## src/rtl/logs_pkg.sv

```systemverilog
// Shared definitions for the tone meter and its matching square-wave NCO:
// default widths, FSM encoding and the result-width helper.
package logs_pkg;

   localparam int N_DEFAULT = 5;
   localparam int G_DEFAULT = 2;

   // The priming sample is taken on the IDLE exit, so no separate PRIME state is needed.
   typedef enum logic {
      IDLE  = 1'b0,
      COUNT = 1'b1
   } state_t;

   function automatic int meas_width(input int n, input int g);
      return n + g;
   endfunction

endpackage

```

## src/rtl/logs_edge_sync.sv

```systemverilog
// Optional 2-flop synchroniser on the measured square wave, followed by a
// rising-edge detector whose reference sample only advances on step.
module logs_edge_sync #(
   parameter int SYNC = 1
) (
   input  logic clk,
   input  logic rst_n,
   input  logic step,
   input  logic snd_in,
   output logic rise
);

   logic level;
   logic prev;

   generate
      if (SYNC != 0) begin : g_sync
         logic [1:0] sync_q;

         // NOTE: sequential state uses non-blocking assignments so every flop
         // samples the pre-edge value regardless of process ordering.
         always_ff @(posedge clk or negedge rst_n) begin
            if (!rst_n) sync_q <= 2'b00;
            else        sync_q <= {sync_q[0], snd_in};
         end

         assign level = sync_q[1];
      end else begin : g_direct
         assign level = snd_in;
      end
   endgenerate

   always_ff @(posedge clk or negedge rst_n) begin
      if (!rst_n)    prev <= 1'b0;
      else if (step) prev <= level;
   end

   assign rise = step & level & ~prev;

endmodule

```

## src/rtl/logs_tone_meter.sv

```systemverilog
// Square-wave frequency meter: counts rising edges of snd_in over 2^(N+G)
// step samples and offers the count through a valid/ready handshake.
module logs_tone_meter
   import logs_pkg::*;
#(
   parameter int N    = N_DEFAULT,
   parameter int G    = G_DEFAULT,
   parameter int SYNC = 1
) (
   input  logic             clk,
   input  logic             rst_n,
   input  logic             step,
   input  logic             enable,
   input  logic             snd_in,
   output logic [N+G-1:0]   meas,
   output logic             meas_valid,
   input  logic             meas_ready,
   output logic             overrun,
   output logic             locked
);

   localparam int W = meas_width(N, G);

   state_t         state, state_nxt;
   logic [W-1:0]   win;
   logic [W-1:0]   ec;
   logic [W-1:0]   ec_nxt;
   logic [W:0]     diff;
   logic           near;
   logic           have_res;
   logic           rise;
   logic           count_step;
   logic           win_end;

   logs_edge_sync #(.SYNC(SYNC)) u_edge (
      .clk    (clk),
      .rst_n  (rst_n),
      .step   (step),
      .snd_in (snd_in),
      .rise   (rise)
   );

   always_ff @(posedge clk or negedge rst_n) begin
      if (!rst_n) state <= IDLE;
      else        state <= state_nxt;
   end

   // NOTE: every combinational output gets a default first so no path can infer a latch.
   always_comb begin
      state_nxt = state;
      case (state)
         IDLE:    if (step && enable)    state_nxt = COUNT;
         COUNT:   if (win_end && !enable) state_nxt = IDLE;
         default: state_nxt = IDLE;
      endcase
   end

   always_comb begin
      count_step = (state == COUNT) && step;
      win_end    = count_step && (win == '1);
   end

   // Edge count saturates; the window-ending step's own edge is included in the result.
   assign ec_nxt = (rise && (ec != '1)) ? ec + 1'b1 : ec;
   assign diff   = {1'b0, ec_nxt} - {1'b0, meas};
   assign near   = (diff == '0) || (diff == {{W{1'b0}}, 1'b1}) || (diff == '1);

   always_ff @(posedge clk or negedge rst_n) begin
      if (!rst_n) begin
         win        <= '0;
         ec         <= '0;
         meas       <= '0;
         meas_valid <= 1'b0;
         overrun    <= 1'b0;
         locked     <= 1'b0;
         have_res   <= 1'b0;
      end else begin
         if (count_step) begin
            win <= win + 1'b1;
            ec  <= win_end ? '0 : ec_nxt;
         end
         if (win_end) begin
            meas       <= ec_nxt;
            meas_valid <= 1'b1;
            if (meas_valid && !meas_ready) overrun <= 1'b1;
            // Returning to IDLE forgets the history, so the next first result cannot lock.
            if (enable) begin
               locked   <= have_res && near;
               have_res <= 1'b1;
            end else begin
               locked   <= 1'b0;
               have_res <= 1'b0;
            end
         end else if (meas_valid && meas_ready) begin
            meas_valid <= 1'b0;
         end
      end
   end

endmodule
```

## config.mk

```make
export PLATFORM = sky130hd
export DESIGN_NAME = logs_tone_meter
export DESIGN_NICKNAME = d
export VERILOG_FILES = /design/src/rtl/logs_pkg.sv /design/src/rtl/logs_edge_sync.sv /design/src/rtl/logs_tone_meter.sv
export SDC_FILE = /design/constraint.sdc
export NUM_CORES = 1
export LEC_CHECK = 0
export ABC_AREA = 1
export CAP_MARGIN = 20
export CORE_MARGIN = 8
export CORE_UTILIZATION = 52
export DETAILED_ROUTE_END_ITERATION = 8
export PLACE_DENSITY_LB_ADDON = 0.05
export SYNTH_ARGS = -nofsm -noshare
export SYNTH_HDL_FRONTEND = slang
export SYNTH_SLANG_ARGS = --single-unit
```

## constraint.sdc

```tcl
create_clock -name clk -period 2.6 [get_ports clk]
set_input_delay 0.52 -clock clk [delete_from_list [all_inputs] [get_ports clk]]
set_output_delay 0.52 -clock clk [all_outputs]
set_load 0.03 [all_outputs]
```

* After elaboration in Yosys (flattened, before gate mapping)
Index checks and enable logic that the tools add are counted.
Storage, ports and cells: input bits 6, output and inout bits 10, memory bits (writable) 0, register bits after elaboration 29, latch bits 0, bits in read-only memories 0, memories 0, logic and storage cells 45
Operators by class: multiply operators 0, shift-type cells 0, $add $sub $neg 3, bitwise gates (word level) 4, reductions and logical operators 15, order comparisons 0, eq/ne operators 4, divide/modulo/power cells 0, muxes and demuxes 9
Operator list (count):
- adder 7 x 1 -> 7 bit, second input constant | 2
- 2-to-1 mux 7 bit | 2
- == test 8 x 1 -> 1 bit, second input constant | 1
- == test 8 bit, second input constant | 1
- logical AND 1 bit | 8
- zero test 8 bit | 1
- subtractor 7 x 7 -> 8 bit | 1
- == test 7 bit, second input constant | 1
- != test 7 bit, second input constant | 1
- 2-to-1 mux 1 bit | 6
- bitwise AND 1 bit | 2
- zero test 1 bit | 2
- logical OR 1 bit | 2
- NOT 1 bit | 2
- case mux 1 bit (2 select lines) | 1
- AND reduction 2 bit | 1
- nonzero test 2 bit | 1

* Longest topological paths before layout
word-level depth 10, mapped depth 21, depth with buffers taken out 21

* By module
A second synthesis with hierarchy kept.
Unflattened totals: cells, all modules 237, area, all modules 1853.0 sq um
By module, submodules not included:
- logs_tone_meter | sequential area each 650.6 sq um, instances 1, area each 1756.7 sq um, cells each 229
- logs_edge_sync | sequential area each 75.1 sq um, instances 1, area each 96.3 sq um, cells each 8

* Worst setup path after synthesis
No wires, ideal clock.
kind register to register, from reg ec[0], to reg locked, period minus slack after synthesis 2613 ps, slack -13 ps, stages on the path, launching flop included 18, setup time 65 ps, data arrival time 2548 ps, buffers on the path 0, data required time 2535 ps, cells stage by stage dfrtp_1 -> ha_1 -> nand2_1 -> inv_2 -> nand3_2 -> o21ai_4 -> xnor2_1 -> inv_1 -> ha_1 -> fa_1 -> or2_2 -> nor2_1 -> nand3_1 -> nor2_1 -> nand3_1 -> nand2_1 -> nand2_1 -> nand2_1
Between the ends: word-level cells in the longest chain between the ends 9, elaborated cells on any way between the ends 12, those cells by class 2 x add/sub; 3 x eq/ne; 2 x mux; 5 x reduce/logical
Ends and longest elaborated chain:
- start: declaration | RTL line logs_tone_meter.sv:26 | logic [W-1:0] ec;
- start signal: assignment | RTL line logs_tone_meter.sv:80 | ec <= win_end ? '0 : ec_nxt;
- parallel branches: the longest is 2 deep, another holds adder 7 x 1 -> 7 bit
- 2-to-1 mux 7 bit (*) | RTL line logs_tone_meter.sv:64 | assign ec_nxt = (rise && (ec != '1)) ? ec + 1'b1 : ec;
- subtractor 7 x 7 -> 8 bit (*) | RTL line logs_tone_meter.sv:65 | assign diff = {1'b0, ec_nxt} - {1'b0, meas};
- == test 8 x 1 -> 1 bit or zero test 8 bit (tied branches) | RTL line logs_tone_meter.sv:66 | assign near = (diff == '0) || (diff == {{W{1'b0}}, 1'b1}) || (diff == '1);
- logical OR 1 bit | RTL line logs_tone_meter.sv:66
- logical OR 1 bit (*) | RTL line logs_tone_meter.sv:66
- logical AND 1 bit (*) | RTL line logs_tone_meter.sv:88 | locked <= have_res && near;
- 2-to-1 mux 1 bit (*) | RTL line logs_tone_meter.sv:87 | if (enable) begin
- end signal: assignment | RTL line logs_tone_meter.sv:88
- end: declaration | RTL line logs_tone_meter.sv:19 | output logic locked
Every way passes the cells marked *. A chain may end at the register's enable or synchronous reset.

* Final worst setup path
from reg ec[1], to reg locked
Between the ends: word-level cells in the longest chain between the ends 9, elaborated cells on any way between the ends 12, those cells by class 2 x add/sub; 3 x eq/ne; 2 x mux; 5 x reduce/logical
Ends and longest elaborated chain:
- parallel branches: the longest is 2 deep, another holds adder 7 x 1 -> 7 bit
- 2-to-1 mux 7 bit (*) | RTL line logs_tone_meter.sv:64
- named net ec_nxt[3] | RTL line logs_tone_meter.sv:27 | logic [W-1:0] ec_nxt;
- subtractor 7 x 7 -> 8 bit (*) | RTL line logs_tone_meter.sv:65
- == test 8 x 1 -> 1 bit or zero test 8 bit (tied branches) | RTL line logs_tone_meter.sv:66
- logical OR 1 bit | RTL line logs_tone_meter.sv:66
- logical OR 1 bit (*) | RTL line logs_tone_meter.sv:66
- logical AND 1 bit (*) | RTL line logs_tone_meter.sv:88
- 2-to-1 mux 1 bit (*) | RTL line logs_tone_meter.sv:87
Mark *: on every way through the listed nets, which the timed path passes.

==> results.cfg <==
[routing]
via_count = 1651
drc_errors = 0
antenna_left = 0
drt_iter0_markers = 143
drt-total-wl_um = 4130
viasPerCell = 4.91
wl_per_cell_um = 12.3
first_pass_iters = 4

[cells_and_area]
final_nets = 307
final_core_util_pct = 71.9
drive_gt1_share_pct = 26.2
syn_to_final_growth_pct = 32.0
final-instance-count-excl-fill = 336
antennaDiodeCount = 0

[logic_synthesis]
async_flop_share_pct = 100
synth_edf_count = 0
synth_cell_types = 31
yosys.area.top_type = dfrtp_1
syn_avg_cell_area_sq_um = 7.70
synth_top_family_by_area = simple AND/OR/NAND/NOR gates
synthesis.area_sq_um = 1830
ys.flop_type = dfrtp_1
syn_nets = 254
synth-compound-area-share_pct = 10.2
synth_seq_cells = 29
synth_top_area_share_pct = 39.6
synthSimpleGateAreaFrac_pct = 29.9
ys_seq_area_share_pct = 39.6
synth-xor-area-share_pct = 3.83
ys_warn_count = 0
muxShareOfSynthArea_pct = 0
yosysMostFrequentCell = nand2_1
yosys-top-cells-count = nand2_1, inv_1, dfrtp_1
synth_area_leaders = dfrtp_1, nand2_1, inv_1
syn_inst = 238
synth_fa_ha_area_share_pct = 7.24

[sta]
tightest_slew_ns = 0.510
rsz0062_at_grt = yes
relSlewSlack_pct = 65.8
fin_crit_sh_pct = 103
final.min_clock_period_ns = 2.67
hold-worst-slack_ns = 0.366
setup_tns_ns = -0.0690
skew_ns = 0.0142
final-setup-viol-count = 1
layout_setup_ws_ns = -0.0690
final_max_slew_viol_count = 0
fmax_ghz = 0.375
hold_viol = 0

[clock_tree]
clk_pin_slew_ns = 0.09
cts_hold_buf = 0
cts_tree = built
cts_buffer_depth = 2
cts_inserted_buffers = 5
cts_num_sinks = 29
htreeDepth = 2
clkLatencyLatePin_ns = 0.33
cts-root-buf = clkbuf_4

[place]
post-dp-hpwl_um = 3070
portBuffers = 15
gp_congestion = 0.857
placed_cells = 319

[power_and_ir_drop]
power.total_mw = 1.68
p_switching_uw = 678
p_clk_share_pct = 14.9
power_density_nw_per_um2 = 695
pwr-share-seq_pct = 35.9
leakage_nw = 1.22
power.internal_mw = 1.00
vdd_drop_max_v = 0.000380
combPwrFrac_pct = 49.1
power_switching_share_pct = 40.3

[global_routing]
grt.overflow.total = 0
grt_pass1_vias = 1714
grt_max_degree = 30
grt_first_pass_wirelength_um = 7390
antenna_found_initial = 0
grt_usage_pct = 17.0

[die]
placementRows = 21
dieWidth_um = 75.4
dieArea_sq_um = 5680
start_util_pct = 54.5
ioPinCount = 16
core_region_area_sq_um = 3360
dieHeight_um = 75.4

[critical_path]
cpLargestDelayFamily = simple AND/OR/NAND/NOR gates
critPathMaxFanout = 6
worstPathCellList = ha_2 -> nand2_2 -> inv_2 -> nand3_4 -> o21ai_4 -> inv_4 -> buf_4 -> o21ai_2 -> inv_1 -> ha_1 -> or2_2 -> nand3b_1 -> nand2_1 -> nand2_1 -> nand2_1 -> nand3_1 -> nand2_1 -> nand2_1 -> nand2_1
crit_required_ns = 2.83
worst_path_most_repeated_cell = nand2_1
endpoint_kind = flip-flop
crit_slowest_cell = dfrtp_1
crit_arrival_ns = 2.90
path_buf_inv = 4
start_kind = flip-flop
worstSetupPathType = reg -> reg
critPathMaxStageDelay_ns = 0.38

[outcome]
violations = negative setup slack
status = complete, but fails checks

[run]
cap_violations = 0

[min_path]
hp-class = reg -> reg
[state kept, by name, summed over array words and instances (netlist names), 2 cells and up]
| signal | count |
|---|---|
| meas | 7 |
| u_edge.g_sync.sync_q | 2 |
| ec | 7 |
| win | 7 |
[repair_timing]
item                                    4_1_cts  5_1_grt
setup buffers                                 6        5
endpoints found under the hold margin         0        0
endpoints found under the setup margin        1        1
pin swaps                                    13       14
gates resized for setup                      14       11
[final cells by class]
type | instances | area (sq um)
fillers | 288 | 945
well taps | 46 | 57.6
flip-flops and latches | 29 | 726
multi-input cells | 165 | 1040
clock buffers | 5 | 37.5
clock inverters | 1 | 5.00
repair buffers | 46 | 385
inverters | 44 | 169
[stage by stage]
stage / instance area, sq um / worst slack (ns)
6_report: 2420 / -0.0690
3_5_place_dp: 2190 / -0.465
5_1_grt: 2420 / -0.278
3_3_place_gp: 2190 / -0.401
4_1_cts: 2330 / -0.0150
2_1_floorplan: 1840 / 0.0139
[worst reg2reg max path: stages (launching register included)]
cell,delay (ns)
dfrtp_1,0.38
ha_2,0.20
nand2_2,0.06
inv_2,0.07
nand3_4,0.09
o21ai_4,0.20
inv_4,0.07
buf_4,0.14
o21ai_2,0.13
inv_1,0.06
ha_1,0.28
or2_2,0.31
nand3b_1,0.16
nand2_1,0.09
nand2_1,0.07
nand2_1,0.05
nand3_1,0.08
nand2_1,0.05
nand2_1,0.05
nand2_1,0.04
[power groups by stage]
stage	logic [mW]	registers, mW	clock network [mW]
2_1_floorplan	0.459	0.618	0
3_3_place_gp	0.694	0.606	0
3_5_place_dp	0.702	0.610	0
4_1_cts	0.750	0.604	0.258
5_1_grt	0.938	0.616	0.270
6_report	0.826	0.604	0.251
[path summary, 6_finish.rpt]
check / slack (ns) / endpoint / start / depth (start not counted)
hold / removal: 0.37 / u_edge.g_sync.sync_q[1]$_DFF_PN0_ / u_edge.g_sync.sync_q[0]$_DFF_PN0_ / 0
min in group asynchronous: 0.55 / win[1]$_DFFE_PN0P_ / rst_n / 2
hold reg to reg: 0.37 / u_edge.g_sync.sync_q[1]$_DFF_PN0_ / u_edge.g_sync.sync_q[0]$_DFF_PN0_ / 0
setup reg to reg: -0.07 / locked$_DFFE_PN0P_ / ec[1]$_DFFE_PN0P_ / 19
max in group asynchronous: 1.76 / meas_valid$_DFFE_PN0P_ / rst_n / 2
setup / recovery: -0.07 / locked$_DFFE_PN0P_ / ec[1]$_DFFE_PN0P_ / 19
[logic make-up after synthesis]
logic type               Yosys count
AND/OR/NAND/NOR                  117
adder cells (fa/ha/maj)           10
AO/OA/AOI/OAI                     30
flip-flops                        29
XOR/XNOR                           8
buffers and inverters             44
[layer usage]
layer,GRT usage [%],share of wire [%]
met1,19.9,46
met2,29.5,48
met3,4.47,5.2
met5,0,0
met4,5.33,0.82
[cell usage in the layout (no fill, tap or decap), types with 2 or more instances in the layout]
cell type | Yosys | layout
nand2_1 | 70 | 66
inv_1 | 39 | 37
buf_4 | 0 | 30
dfrtp_1 | 29 | 29
nand3_1 | 22 | 21
clkdlybuf4s50_1 | 0 | 14
nor2_1 | 10 | 9
o21ai_1 | 10 | 7
nand2_2 | 2 | 6
o21ai_0 | 6 | 6
inv_2 | 3 | 5
xor2_1 | 5 | 5
o21ai_2 | 2 | 5
a21oi_1 | 7 | 5
clkbuf_4 | 0 | 5
ha_1 | 9 | 4
ha_4 | 0 | 4
xnor2_1 | 3 | 3
nand3_4 | 1 | 2
nor2_2 | 1 | 2
o21ai_4 | 2 | 2
nand2_4 | 2 | 2
clkinv_2 | 1 | 2
nor3_1 | 2 | 2
a21oi_2 | 0 | 2
Power figures use the tool's default switching activity.
